[config.mk]
export PLATFORM = sky130hd
export DESIGN_NAME = calc_nport_engine_flat
export DESIGN_NICKNAME = d
export VERILOG_FILES = /design/src/rtl/calc_pkg.sv /design/src/rtl/calc_nport_engine_if.sv /design/src/rtl/calc_alu.sv /design/src/rtl/calc_nport_engine.sv /design/src/flat_wrapper.sv
export SDC_FILE = /design/constraint.sdc
export NUM_CORES = 1
export LEC_CHECK = 0
export CORE_MARGIN = 3
export CORE_UTILIZATION = 55
export CTS_CLUSTER_SIZE = 25
export DETAILED_ROUTE_END_ITERATION = 6
export HOLD_SLACK_MARGIN = 0.12
export PLACE_DENSITY = 0.79
export SETUP_SLACK_MARGIN = 0.4
export SLEW_MARGIN = 20
export SYNTH_ARGS = -nofsm -noshare
export SYNTH_HDL_FRONTEND = slang
export SYNTH_SLANG_ARGS = --single-unit
[constraint.sdc]
create_clock -name c_clk -period 5.2 [get_ports c_clk]
set_input_delay 1.04 -clock c_clk [delete_from_list [all_inputs] [get_ports c_clk]]
set_output_delay 1.04 -clock c_clk [all_outputs]
set_load 0.005 [all_outputs]
[src/rtl/calc_pkg.sv]
// Shared types for the N-port calculator engine: command and response
// encodings plus the per-port request FSM states.
package calc_pkg;

  localparam int CMD_W  = 4;
  localparam int RESP_W = 2;

  typedef enum logic [CMD_W-1:0] {
    CMD_NOP = 4'd0,
    CMD_ADD = 4'd1,
    CMD_SUB = 4'd2,
    CMD_SHL = 4'd5,
    CMD_SHR = 4'd6
  } cmd_e;

  typedef enum logic [RESP_W-1:0] {
    RESP_NONE    = 2'b00,
    RESP_OK      = 2'b01,
    RESP_FLOW    = 2'b10,
    RESP_INVALID = 2'b11
  } resp_e;

  typedef enum logic [1:0] {
    IDLE,
    OP2,
    PEND,
    FLIGHT
  } port_state_e;

endpackage

[src/rtl/calc_nport_engine_if.sv]
// Flat per-port request/response bundle of the calculator engine.
// The requester side drives commands and operands; the engine answers.
interface calc_nport_engine_if
  import calc_pkg::*;
#(
  parameter int NUM_PORTS = 4,
  parameter int DATA_W    = 32
);

  logic [NUM_PORTS*CMD_W-1:0]  req_cmd_in;
  logic [NUM_PORTS*DATA_W-1:0] req_data_in;
  logic [NUM_PORTS*RESP_W-1:0] out_resp;
  logic [NUM_PORTS*DATA_W-1:0] out_data;
  logic [NUM_PORTS-1:0]        out_busy;

  modport master (
    output req_cmd_in, req_data_in,
    input  out_resp, out_data, out_busy
  );

  modport slave (
    input  req_cmd_in, req_data_in,
    output out_resp, out_data, out_busy
  );

endinterface

[src/rtl/calc_alu.sv]
// Combinational ALU shared by all ports: add/sub with overflow detection,
// logical shifts, and an invalid-command response for everything else.
module calc_alu
  import calc_pkg::*;
#(
  parameter int DATA_W = 32
) (
  input  logic [CMD_W-1:0]  cmd_i,
  input  logic [DATA_W-1:0] op1_i,
  input  logic [DATA_W-1:0] op2_i,
  output resp_e             resp_o,
  output logic [DATA_W-1:0] data_o
);

  localparam int SH_W = $clog2(DATA_W);

  logic [DATA_W:0] sum;
  logic [SH_W-1:0] sh_amt;

  assign sum    = {1'b0, op1_i} + {1'b0, op2_i};
  assign sh_amt = op2_i[SH_W-1:0];

  // NOTE: every output gets a default before the case so no path leaves
  // it unassigned; otherwise synthesis infers a latch to hold the old value.
  always_comb begin
    resp_o = RESP_INVALID;
    data_o = '0;
    case (cmd_i)
      CMD_ADD: begin
        if (sum[DATA_W]) begin
          resp_o = RESP_FLOW;
        end else begin
          resp_o = RESP_OK;
          data_o = sum[DATA_W-1:0];
        end
      end
      CMD_SUB: begin
        if (op1_i < op2_i) begin
          resp_o = RESP_FLOW;
        end else begin
          resp_o = RESP_OK;
          data_o = op1_i - op2_i;
        end
      end
      CMD_SHL: begin
        resp_o = RESP_OK;
        data_o = op1_i << sh_amt;
      end
      CMD_SHR: begin
        resp_o = RESP_OK;
        data_o = op1_i >> sh_amt;
      end
      default: ;
    endcase
  end

endmodule

[src/rtl/calc_nport_engine.sv]
// NUM_PORTS request channels feeding one ALU stage through a round-robin
// arbiter; each port takes cmd+op1, then op2, and answers 4 cycles later.
module calc_nport_engine
  import calc_pkg::*;
#(
  parameter int NUM_PORTS = 4,
  parameter int DATA_W    = 32
) (
  input logic               c_clk,
  input logic               reset,
  calc_nport_engine_if.slave bus
);

  localparam int PTR_W = (NUM_PORTS > 1) ? $clog2(NUM_PORTS) : 1;

  logic [CMD_W-1:0]  port_cmd  [NUM_PORTS];
  logic [DATA_W-1:0] port_data [NUM_PORTS];

  port_state_e       state_q [NUM_PORTS];
  logic [CMD_W-1:0]  cmd_q   [NUM_PORTS];
  logic [DATA_W-1:0] op1_q   [NUM_PORTS];
  logic [DATA_W-1:0] op2_q   [NUM_PORTS];

  logic [PTR_W-1:0]  rr_ptr_q, rr_ptr_d;
  logic              grant_any;
  logic [PTR_W-1:0]  grant_idx;
  int                scan_idx;

  logic              s1_valid_q;
  logic [PTR_W-1:0]  s1_port_q;
  logic [CMD_W-1:0]  s1_cmd_q;
  logic [DATA_W-1:0] s1_op1_q, s1_op2_q;

  resp_e             alu_resp;
  logic [DATA_W-1:0] alu_data;

  logic [NUM_PORTS*RESP_W-1:0] out_resp_q;
  logic [NUM_PORTS*DATA_W-1:0] out_data_q;
  logic [NUM_PORTS-1:0]        busy;

  for (genvar g = 0; g < NUM_PORTS; g++) begin : g_unpack
    assign port_cmd[g]  = bus.req_cmd_in[CMD_W*g +: CMD_W];
    assign port_data[g] = bus.req_data_in[DATA_W*g +: DATA_W];
  end

  // First PEND port at or after rr_ptr, wrapping around.
  always_comb begin
    grant_any = 1'b0;
    grant_idx = '0;
    scan_idx  = 0;
    for (int i = 0; i < NUM_PORTS; i++) begin
      scan_idx = int'(rr_ptr_q) + i;
      if (scan_idx >= NUM_PORTS) scan_idx = scan_idx - NUM_PORTS;
      if (!grant_any && state_q[scan_idx] == PEND) begin
        grant_any = 1'b1;
        grant_idx = PTR_W'(scan_idx);
      end
    end
  end

  always_comb begin
    rr_ptr_d = rr_ptr_q;
    if (grant_any) rr_ptr_d = (int'(grant_idx) == NUM_PORTS - 1) ? '0 : grant_idx + 1'b1;
  end

  calc_alu #(.DATA_W(DATA_W)) u_alu (
    .cmd_i  (s1_cmd_q),
    .op1_i  (s1_op1_q),
    .op2_i  (s1_op2_q),
    .resp_o (alu_resp),
    .data_o (alu_data)
  );

  // NOTE: state is written with non-blocking assignments so every register
  // samples pre-edge values, independent of statement order in the block.
  always_ff @(posedge c_clk) begin
    if (reset) begin
      for (int p = 0; p < NUM_PORTS; p++) state_q[p] <= IDLE;
      rr_ptr_q   <= '0;
      s1_valid_q <= 1'b0;
      s1_port_q  <= '0;
      out_resp_q <= '0;
      out_data_q <= '0;
    end else begin
      for (int p = 0; p < NUM_PORTS; p++) begin
        case (state_q[p])
          IDLE:    if (port_cmd[p] != CMD_NOP) state_q[p] <= OP2;
          OP2:     state_q[p] <= PEND;
          PEND:    if (grant_any && grant_idx == PTR_W'(p)) state_q[p] <= FLIGHT;
          FLIGHT:  if (s1_valid_q && s1_port_q == PTR_W'(p)) state_q[p] <= IDLE;
          default: state_q[p] <= IDLE;
        endcase

        // Output register holds a result for exactly one cycle.
        out_resp_q[RESP_W*p +: RESP_W] <= RESP_NONE;
        out_data_q[DATA_W*p +: DATA_W] <= '0;
        if (s1_valid_q && s1_port_q == PTR_W'(p)) begin
          out_resp_q[RESP_W*p +: RESP_W] <= alu_resp;
          out_data_q[DATA_W*p +: DATA_W] <= alu_data;
        end
      end
      rr_ptr_q   <= rr_ptr_d;
      s1_valid_q <= grant_any;
      s1_port_q  <= grant_idx;
    end
  end

  // NOTE: operand and command storage carries no reset; its contents only
  // matter while the matching state/valid bit says so, and those are reset.
  always_ff @(posedge c_clk) begin
    for (int p = 0; p < NUM_PORTS; p++) begin
      if (state_q[p] == IDLE && port_cmd[p] != CMD_NOP) begin
        cmd_q[p] <= port_cmd[p];
        op1_q[p] <= port_data[p];
      end
      if (!reset && state_q[p] == OP2) op2_q[p] <= port_data[p];
    end
    if (grant_any) begin
      s1_cmd_q <= cmd_q[grant_idx];
      s1_op1_q <= op1_q[grant_idx];
      s1_op2_q <= op2_q[grant_idx];
    end
  end

  always_comb begin
    busy = '0;
    for (int p = 0; p < NUM_PORTS; p++) busy[p] = (state_q[p] != IDLE);
  end

  assign bus.out_resp = out_resp_q;
  assign bus.out_data = out_data_q;
  assign bus.out_busy = busy;

endmodule

[src/flat_wrapper.sv]
// flat-port wrapper written by rule: the top's interface ports become plain ports
module calc_nport_engine_flat import calc_pkg::*;
#(
  parameter int NUM_PORTS = 4,
  parameter int DATA_W    = 32
)
  (c_clk, reset, bus_req_cmd_in, bus_req_data_in, bus_out_resp, bus_out_data, bus_out_busy);
  calc_nport_engine_if #(.NUM_PORTS(NUM_PORTS), .DATA_W(DATA_W)) bus_i ();
  input logic c_clk;
  input logic reset;
  input wire logic [$bits(bus_i.req_cmd_in)-1:0] bus_req_cmd_in;
  input wire logic [$bits(bus_i.req_data_in)-1:0] bus_req_data_in;
  output wire logic [$bits(bus_i.out_resp)-1:0] bus_out_resp;
  output wire logic [$bits(bus_i.out_data)-1:0] bus_out_data;
  output wire logic [$bits(bus_i.out_busy)-1:0] bus_out_busy;
  assign bus_i.req_cmd_in = bus_req_cmd_in;
  assign bus_i.req_data_in = bus_req_data_in;
  assign bus_out_resp = bus_i.out_resp;
  assign bus_out_data = bus_i.out_data;
  assign bus_out_busy = bus_i.out_busy;
  calc_nport_engine #(.NUM_PORTS(NUM_PORTS), .DATA_W(DATA_W)) u_core (.c_clk(c_clk), .reset(reset), .bus(bus_i));
endmodule
==> summary.md <==
• grt total ovfl: 0
• most frequently used cell type in the post-synthesis netlist: nand2_1
• 1st-pass router iterations: 5
• number of diodes added for antenna fixing: 0
• pin count of the biggest net entering global routing: 109
• count of flip-flops with a built-in enable after synthesis: 348
• depth of the worst hold-timing path: 2
• FFs w/ async S/R, synth: 0%
• clock transition at the register clock pins on the worst setup and hold paths after CTS: 0.06 ns
• cell accounting for the most synthesized area: edfxtp_1
• area of the multi-input gates: 10200 um2
• final estimated routing congestion in global placement: 1.01
• outcome: complete, no violations
• H-Tree Level Count: 2
• Max Fclk: 218 MHz
• number of global-route vias before repair: 19900
• arrival time at the worst endpoint: 5.04 ns
• deepest clock path buffer count: 3
• IO Count: 286
• most used standard cells in the synthesized netlist: nand2_1 (386), edfxtp_1 (348), nor2_1 (258)
• global-route usage over all layers: 34.3%
• fillers: 3268
• Layout Area Growth over Synthesis: 20.3%
• sum of negative setup slack: 0 ns
• syn avg cell area: 10.3 um2
• CTS tree: built
• setup violation total in the final timing report: 0
• unrepaired setup endpoints after global routing: no
• DRC Markers: 0
• synth unique cells: 79
• fraction of synthesized cell area taken by the top area cell type: 43.0%
• critical path startpoint category: flop
• number of setup buffers added after CTS: 0
• DP HPWL: 60100 um
• initial core utilization: 56.0%
• worst hold path type: flop to flop
• sequential fraction of the synthesis area: 54.8%
• number of antenna violations at the first check in global routing: 0
• Die ar.: 46700 um2
• global-route wire length before repair: 122000 um
• Syn Std Cell Area: 24300 um2
• Worst slew margin: 36.4%
• biggest area contributors in the synthesized netlist: edfxtp_1 (43%), dfxtp_1 (12%), nand2_1 (6.0%)
• area of the core: 43400 um2
• Final Cycle Share: 88.4%
• remaining number of nets flagged by the antenna check after routing: 0
• hold violation count in the final report: 0
• share of layout cells above drive strength 1: 7.88%
• data required time of the critical path: 5.64 ns
• quantity of hold-fixing buffers added after cts: 0
• number of synthesized register bits: 491
• most instantiated flip-flop cell in the synthesis netlist: edfxtp_1
• via density per instance: 6.30
• slew at the pin closest to its max-slew limit: 0.949 ns
• detail-routed net length per standard cell: 25.5 um
• worst slack after detailed placement: 0.691 ns
• die boundary width: 216 um
• number of rows created at floorplan: 76
• Worst-Skew Late Latency: 0.61 ns
• total length of routed wires: 81800 um
• Critical Setup Path Class: flop to flop
• total number of nets in the final design: 2813
• Crit. End Element: flop
• Critical Path Fanout Max: 13
• syn_nets: 2574
• number of warnings issued by yosys: 0
• minimum clock period: 4.60 ns
• via count: 20200
• count of instances resized after the clock tree is built: 0
• count of mapped cells out of synthesis: 2356
• clock buffer count from CTS: 46
• clock net sink count: 491
• number of cells on the worst reg-to-reg path: 11
• number of buffers added on ports: 285
• Initial DRC Count: 2632
• Final Skew: 0.0380 ns
• Reg area: 13300 um2
• max-slew violations: 0
• worst setup margin: 0.604 ns
• max-capacitance violation count: 0
• clock root buffer: clkbuf_16
• DIE HEIGHT: 216 um
[logic make-up (layout without fill, tap and decap cells)]
group / after synthesis / in the layout / synth area share, %
adders and majority gates: 72 / 72 / 3.77
buffers and inverters: 229 / 500 / 3.60
muxes: 114 / 114 / 6.53
AOI/OAI and AO/OA: 537 / 537 / 14.6
and+or+nand+nor: 912 / 912 / 16.7
xor gates and xnor gates: 1 / 1 / 0.0361
DFF: 491 / 491 / 54.8
[critical path: stages, from the launching register on]
cell      delay (ns)
edfxtp_1        0.54
ha_1            0.52
or4_4           0.59
or4_1           0.53
o21ai_2         0.28
o21ai_2         0.12
a21o_1          0.27
a21boi_2        0.56
buf_4           0.27
o311ai_1        0.11
a21oi_1         0.54
nor2_1          0.09
[state kept, by name, indices dropped and copies added (netlist names), named ones only]
register / flops
u_core.bus.out_data: 128
u_core.op1_q: 128
u_core.op2_q: 128
u_core.s1_op1_q: 32
u_core.s1_op2_q: 32
u_core.cmd_q: 16
u_core.bus.out_resp: 8
u_core.state_q: 8
u_core.s1_cmd_q: 4
u_core.rr_ptr_q: 2
u_core.s1_port_q: 2
u_core.s1_valid_q: 1
[layer usage]
metal  up-vias  global-route usage, %  part of all wire, %
li1       9086                      -                    -
met5         -                      0                    0
met1      9758                   46.2                   39
met3       176                   4.85                  8.9
met4         0                   12.4                  3.7
met2      1224                   57.2                   48
[layout make-up]
type | instances | area share (%)
Clock buffer | 62 | 4.32
Timing Repair Buffer | 339 | 11.2
Multi-Input combinational cell | 1636 | 34.8
Sequential cell | 491 | 45.6
Clock inverter | 18 | 0.608
Inverter | 81 | 1.04
Tap cell | 585 | 2.50
[per-stage QoR]
stage	utilization (%)	cells	cell area (um2)	hold WS [ns]
floorplan	-	2356	24300	0.566
global placement	64.1	3132	27800	0.606
detailed placement	64.1	3132	27800	0.613
CTS	67.4	3212	29200	0.596
global route	67.4	3212	29200	0.646
finish	67.4	3212	29200	0.599
[path summary, 6_finish.rpt]
| kind | from | end | slack, ns |
|---|---|---|---|
| setup / recovery | u_core.s1_op1_q[12]$_DFFE_PN_ | u_core.bus.out_data[118]$_SDFF_PP0_ | 0.60 |
| hold / removal | u_core.op1_q[2][3]$_DFFE_PP_ | u_core.s1_op1_q[3]$_DFFE_PN_ | 0.60 |
| setup reg to reg | u_core.s1_op1_q[12]$_DFFE_PN_ | u_core.bus.out_data[118]$_SDFF_PP0_ | 0.60 |
| hold reg to reg | u_core.op1_q[2][3]$_DFFE_PP_ | u_core.s1_op1_q[3]$_DFFE_PN_ | 0.60 |
[cells in the final DEF, fill, tap and decap left out, drive strengths merged, types with 12 or more instances in the layout]
cell type	count
dfxtp	143
a211oi	17
mux4	34
and3	76
ha	70
o311ai	14
mux2	16
o31a	12
nand2b	23
a21o	12
o21a	12
nand3	31
o211ai	21
or3	13
inv	82
nor2	258
clkinv	15
clkdlybuf4s50	285
nor3	35
o31ai	23
o21ai	91
nand2	386
a31oi	87
edfxtp	348
mux2i	64
buf	54
clkbuf	62
nor2b	44
a21oi	139
Power is not shown: default switching activity piles up to over one toggle a cycle in this logic, so the estimate is an artifact.
